===== src/rtl/bus_master_req.sv =====
// Single-burst bus requester: m_req/m_grant handshake, then req_len+1 beats; reads return one cycle after the beat.
// Backpressure: req_ready only in IDLE; beats stall while m_grant is low. BUS_TIMEOUT_EN enables the grant-wait timeout.
module bus_master_req #(
    parameter int DATA_W      = 32,
    parameter int ADDR_W      = 16,
    parameter int LEN_W       = 4,
    parameter int TIMEOUT_CYC = 64
) (
    input  logic              clk,
    input  logic              reset,
    input  logic              req_valid,
    output logic              req_ready,
    input  logic              req_wr,
    input  logic [ADDR_W-1:0] req_addr,
    input  logic [LEN_W-1:0]  req_len,
    input  logic [DATA_W-1:0] wr_data,
    output logic              wr_pop,
    output logic [DATA_W-1:0] rd_data,
    output logic              rd_valid,
    output logic              done,
    output logic              err,
    output logic              m_req,
    input  logic              m_grant,
    output logic              m_en,
    output logic              m_wr,
    output logic [ADDR_W-1:0] m_addr,
    output logic [DATA_W-1:0] m_dout,
    input  logic [DATA_W-1:0] m_din
);

    typedef enum logic [1:0] {IDLE, REQ, XFER, REL} state_t;

    typedef struct packed {
        logic             wr;
        logic [LEN_W-1:0] len;
    } cmd_t;

    state_t            state;
    state_t            state_nxt;
    cmd_t              cmd_q;
    logic [LEN_W-1:0]  beat_cnt;
    logic              rd_pend;
    logic              accept;
    logic              last_beat;
    logic              rel_done;
    logic              tmo_hit;

`ifdef BUS_TIMEOUT_EN
    localparam int TW = $clog2(TIMEOUT_CYC + 1);
    logic [TW-1:0] tmo_cnt;

    // Counts consecutive no-grant cycles; any grant leaves REQ, so no explicit clear is needed.
    always_ff @(posedge clk) begin
        if (reset || state != REQ) begin
            tmo_cnt <= '0;
        end else if (!m_grant) begin
            tmo_cnt <= tmo_cnt + 1'b1;
        end
    end

    assign tmo_hit = (state == REQ) && !m_grant && (tmo_cnt == TW'(TIMEOUT_CYC - 1));

    always_ff @(posedge clk) begin
        if (reset) begin
            err <= 1'b0;
        end else begin
            err <= tmo_hit;
        end
    end
`else
    assign tmo_hit = 1'b0;
    assign err     = 1'b0;
`endif

    assign accept    = req_valid && req_ready;
    assign last_beat = m_en && (beat_cnt == cmd_q.len);
    // REL waits for the arbiter to release and for the final read return to land.
    assign rel_done  = (state == REL) && !m_grant && !rd_pend;

    // State register
    always_ff @(posedge clk) begin
        if (reset) begin
            state <= IDLE;
        end else begin
            state <= state_nxt;
        end
    end

    // Next-state logic
    always_comb begin
        state_nxt = state;
        case (state)
            IDLE: if (req_valid)  state_nxt = REQ;
            REQ: begin
                if (m_grant)      state_nxt = XFER;
                else if (tmo_hit) state_nxt = IDLE;
            end
            XFER: if (last_beat)  state_nxt = REL;
            REL:  if (rel_done)   state_nxt = IDLE;
            default:              state_nxt = IDLE;
        endcase
    end

    // Outputs; gated by reset so the bus is released in the reset cycle itself.
    always_comb begin
        req_ready = (state == IDLE) && !reset;
        m_req     = ((state == REQ) || (state == XFER)) && !reset;
        m_en      = (state == XFER) && m_grant && !reset;
        m_wr      = cmd_q.wr;
        m_dout    = wr_data;
        wr_pop    = m_en && cmd_q.wr;
    end

    // Command, beat address/count and read-return pipeline
    always_ff @(posedge clk) begin
        if (reset) begin
            cmd_q    <= '0;
            m_addr   <= '0;
            beat_cnt <= '0;
            rd_pend  <= 1'b0;
            rd_valid <= 1'b0;
            rd_data  <= '0;
            done     <= 1'b0;
        end else begin
            rd_pend  <= m_en && !cmd_q.wr;
            rd_valid <= rd_pend;
            if (rd_pend) begin
                rd_data <= m_din;
            end
            done <= rel_done;
            if (accept) begin
                cmd_q    <= '{wr: req_wr, len: req_len};
                m_addr   <= req_addr;
                beat_cnt <= '0;
            end else if (m_en) begin
                m_addr   <= m_addr + 1'b1;
                beat_cnt <= beat_cnt + 1'b1;
            end
        end
    end

endmodule


===== config.mk =====
export PLATFORM = sky130hd
export DESIGN_NAME = bus_master_req
export DESIGN_NICKNAME = d
export VERILOG_FILES = /design/src/rtl/bus_master_req.sv
export SDC_FILE = /design/constraint.sdc
export NUM_CORES = 1
export LEC_CHECK = 0
export CORE_MARGIN = 3
export CORE_UTILIZATION = 30
export CTS_BUF_LIST = sky130_fd_sc_hd__clkbuf_8
export DETAILED_ROUTE_END_ITERATION = 12
export PLACE_DENSITY = 0.77
export SYNTH_ARGS = -nofsm -noshare
export SYNTH_HDL_FRONTEND = slang
export SYNTH_SLANG_ARGS = --single-unit

===== constraint.sdc =====
create_clock -name clk -period 1.7 [get_ports clk]
set_clock_uncertainty 0.05 [all_clocks]
set_input_delay 0.34 -clock clk [delete_from_list [all_inputs] [get_ports clk]]
set_output_delay 0.34 -clock clk [all_outputs]
set_load 0.05 [all_outputs]

==> impl_metrics.env, run 1 <==
export IMPL_outcome="finished with violations"
export IMPL_violations="negative setup slack"
export IMPL_grt_antenna_before_repair=0
export IMPL_min_path_cells=2
export IMPL_synthAdderAreaFrac=0.0299
export IMPL_worstHoldStart="reset"
export IMPL_netlist_top_cells_area="dfxtp_1 (42%), mux2i_1 (11%), buf_4 (8.7%), nor2_1 (6.5%), xor2_1 (4.5%)"
export IMPL_crit_start="state[0]"
export IMPL_rsz0062_at_grt="yes"
export IMPL_grt_pass1_vias=2550
export IMPL_netlist_instances=314
export IMPL_die_area_sq_mm=0.0110
export IMPL_grt_pass1_wl_mm=12.0
export IMPL_cp_cell_sequence="inv_4 > ha_4 > nand2_4 > nor2_4 > and2_4 > buf_12"
export IMPL_synth_enable_flop_cells=0
export IMPL_power_mw=4.90
export IMPL_cp_arrival_ns=1.34
export IMPL_ys_ff_latch=62
export IMPL_post_route_util=0.464
export IMPL_root_buffer="clkbuf_8"
export IMPL_place_area_sq_mm=0.00404
export IMPL_synth_top_family_by_area="simple AND/OR/NAND/NOR gates"
export IMPL_synth_cell_types=39
export IMPL_n_fill_cell=906
export IMPL_multi_input_area_sq_mm=0.00144
export IMPL_cp_end_kind="output pin"
export IMPL_syn_avg_cell_area_sq_um=9.33
export IMPL_placement_io_buffers=111
export IMPL_fin_ws_ns=-0.0290
export IMPL_crit_fanout=3
export IMPL_synth_compound_area_share=0.0658
export IMPL_regArea_sq_mm=0.00129
export IMPL_routed_wirelength_mm=7.36
export IMPL_critPathTopFamily="flip-flops"
export IMPL_yosys_area_share_simple=0.194
export IMPL_grt_max_degree=38
export IMPL_async_flop_share=0
export IMPL_finalCritPeriodShare=1.02
export IMPL_dr_pass1_iters=4
export IMPL_crit_buf_inv=2
export IMPL_finalMaxSlewViolations=0
export IMPL_cts_sinks=62
export IMPL_core_sq_mm=0.00937
export IMPL_worstSetupPathType="reg -> out"
export IMPL_gr_total_overflow=0
export IMPL_via_per_inst=4.60
export IMPL_synth_area_sq_mm=0.00293
export IMPL_yosysMostFrequentCell="dfxtp_1"
export IMPL_reg2reg_depth=7
export IMPL_setup_viol=4
export IMPL_tightest_slew_ns=0.573
export IMPL_htree_levels=3
export IMPL_fmax_mhz=578
export IMPL_cts_hold_buf=0
export IMPL_leakage_nw=1.75
export IMPL_hold_viol=0
export IMPL_synth_nets=410
export IMPL_r2r_start="state[0]"
export IMPL_synth_common_cells="dfxtp_1 (62), nor2_1 (51), buf_4 (34)"
export IMPL_netlist_area_leader_share=0.424
export IMPL_avgRoutedWirePerCell_um=13.5
export IMPL_path_clk_slew_ns=0.07
export IMPL_dieHeight_um=105
export IMPL_synth_xor_area_frac=0.0508
export IMPL_gp_congestion=0.807
export IMPL_yosys_warnings=0
export IMPL_post_route_drc_count=0
export IMPL_clk_latency_ns=0.33
export IMPL_drive_above_1_share=0.315
export IMPL_area_growth_pct=48.4
export IMPL_grt_usage=0.132
export IMPL_ant_nets=0
export IMPL_cts_tree="built"
export IMPL_worst_path_stages=6
export IMPL_hold_path_class="in -> reg"
export IMPL_place_ws_ns=-0.483
export IMPL_slew_headroom=0.618
export IMPL_period_needed_ns=1.73
export IMPL_num_vias=2506
export IMPL_tns_ns=-0.0507
export IMPL_dp_hpwl_mm=5.36
export IMPL_drv_cap=0
export IMPL_power_density_mw_per_mm2=1130
export IMPL_synthMuxAreaShare=0.117
export IMPL_antenna_cells=0
export IMPL_io_pins=177
export IMPL_worst_setup_path_start_kind="register"
export IMPL_drt_iter0_drc=97
export IMPL_num_rows=35
export IMPL_synth_top_area_cell="dfxtp_1"
export IMPL_design_area_sq_mm=0.00435
export IMPL_die_w_um=105
export IMPL_ir_worst_vdd_mv=0.909
export IMPL_crit_required_ns=1.31
export IMPL_yosysSeqAreaShare=0.424
export IMPL_numCtsBuffers=9
export IMPL_fin_nets=507
export IMPL_slowest_stage="dfxtp_2"
export IMPL_synth_ff_type="dfxtp_1"
export IMPL_initial_core_util=0.313
export IMPL_cts_max_path_buffers=2
export IMPL_critPathMaxStageDelay_ns=0.34
stage by stage:
step	cells	hold WS, ns
2_1_floorplan	314	0.389
3_3_place_gp	521	0.425
3_5_place_dp	521	0.427
4_1_cts	543	0.388
5_1_grt	545	0.400
6_report	545	0.421
per-layer routing:
layer | global-route usage | up-vias | routed length [um]
met5 | 0 | - | 0
met2 | 0.223 | 80 | 3690
met3 | 0.0457 | 29 | 534
li1 | - | 1242 | -
met4 | 0.0590 | 0 | 181
met1 | 0.149 | 1155 | 2950
worst register-to-register path: cells and delay by family (launching register included):
kind	cells	cell delay, ns
DFF	1	0.34
AOI/OAI and AO/OA	1	0.22
buffers and inverters	2	0.17
adders and majority gates	1	0.15
and+or+nand+nor	3	0.69
cell families (layout without fill, tap and decap cells):
logic type               Yosys count  after routing
AO/OA/AOI/OAI                     26             26
XOR/XNOR                          17             17
adder cells (fa/ha/maj)            7              7
buffers and inverters             55            157
flip-flops                        62             62
multiplexers                      34             34
other                              1              1
AND/OR/NAND/NOR                  112            112
power by group:
group | switching (mW) | internal, mW | leakage (nW)
combinational | 1.00 | 0.856 | 1.14
clock | 0.558 | 0.657 | 0.0967
sequential | 0.181 | 1.64 | 0.513
final cells by class:
class | instances | share of cell area
clock inverters | 7 | 0.0138
inverters | 4 | 0.00461
multi-input cells | 197 | 0.331
flip-flops and latches | 62 | 0.296
repair buffers | 137 | 0.288
clock buffers | 9 | 0.0285
well taps | 129 | 0.0371
path summary, 6_finish.rpt:
path                 to  slack (ns)
max              wr_pop       -0.03
min             rd_pend        0.42
max reg2reg  m_addr[10]       -0.01
min reg2reg    cmd_q[2]        0.44
repair_timing:
item / 4_1_cts / 5_1_grt
setup endpoints to repair: 11 / 16
pin swaps: 7 / 6
setup buffers: 7 / 2
gates resized for setup: 12 / 5
hold endpoints to repair: 0 / 0
layout by cell type, fill, tap and decap left out, types with 7 or more instances in the layout:
master           instances
dfxtp_1                 46
buf_12                   7
nand2_1                 15
nor2_1                  50
clkbuf_8                 9
a211oi_1                10
dfxtp_4                 11
clkdlybuf4s50_1         54
xor2_1                  15
mux2i_1                 33
buf_4                   73
sequential cells by signal (all words and copies together), names as in the netlist:
| signal | cells |
|---|---|
| rd_data | 32 |
| m_addr | 16 |
| beat_cnt | 4 |
| cmd_q | 4 |
| state | 2 |
| done | 1 |
| m_wr | 1 |
| rd_pend | 1 |
| rd_valid | 1 |
Note: power is estimated with default switching activity, not from simulation.
==> inputs of run 2 (changes only) <==
SLEW_MARGIN = 20   (was default)
==> results of run 2 <==
No change in the layout: final DEF, timing and power equal those of run 1.
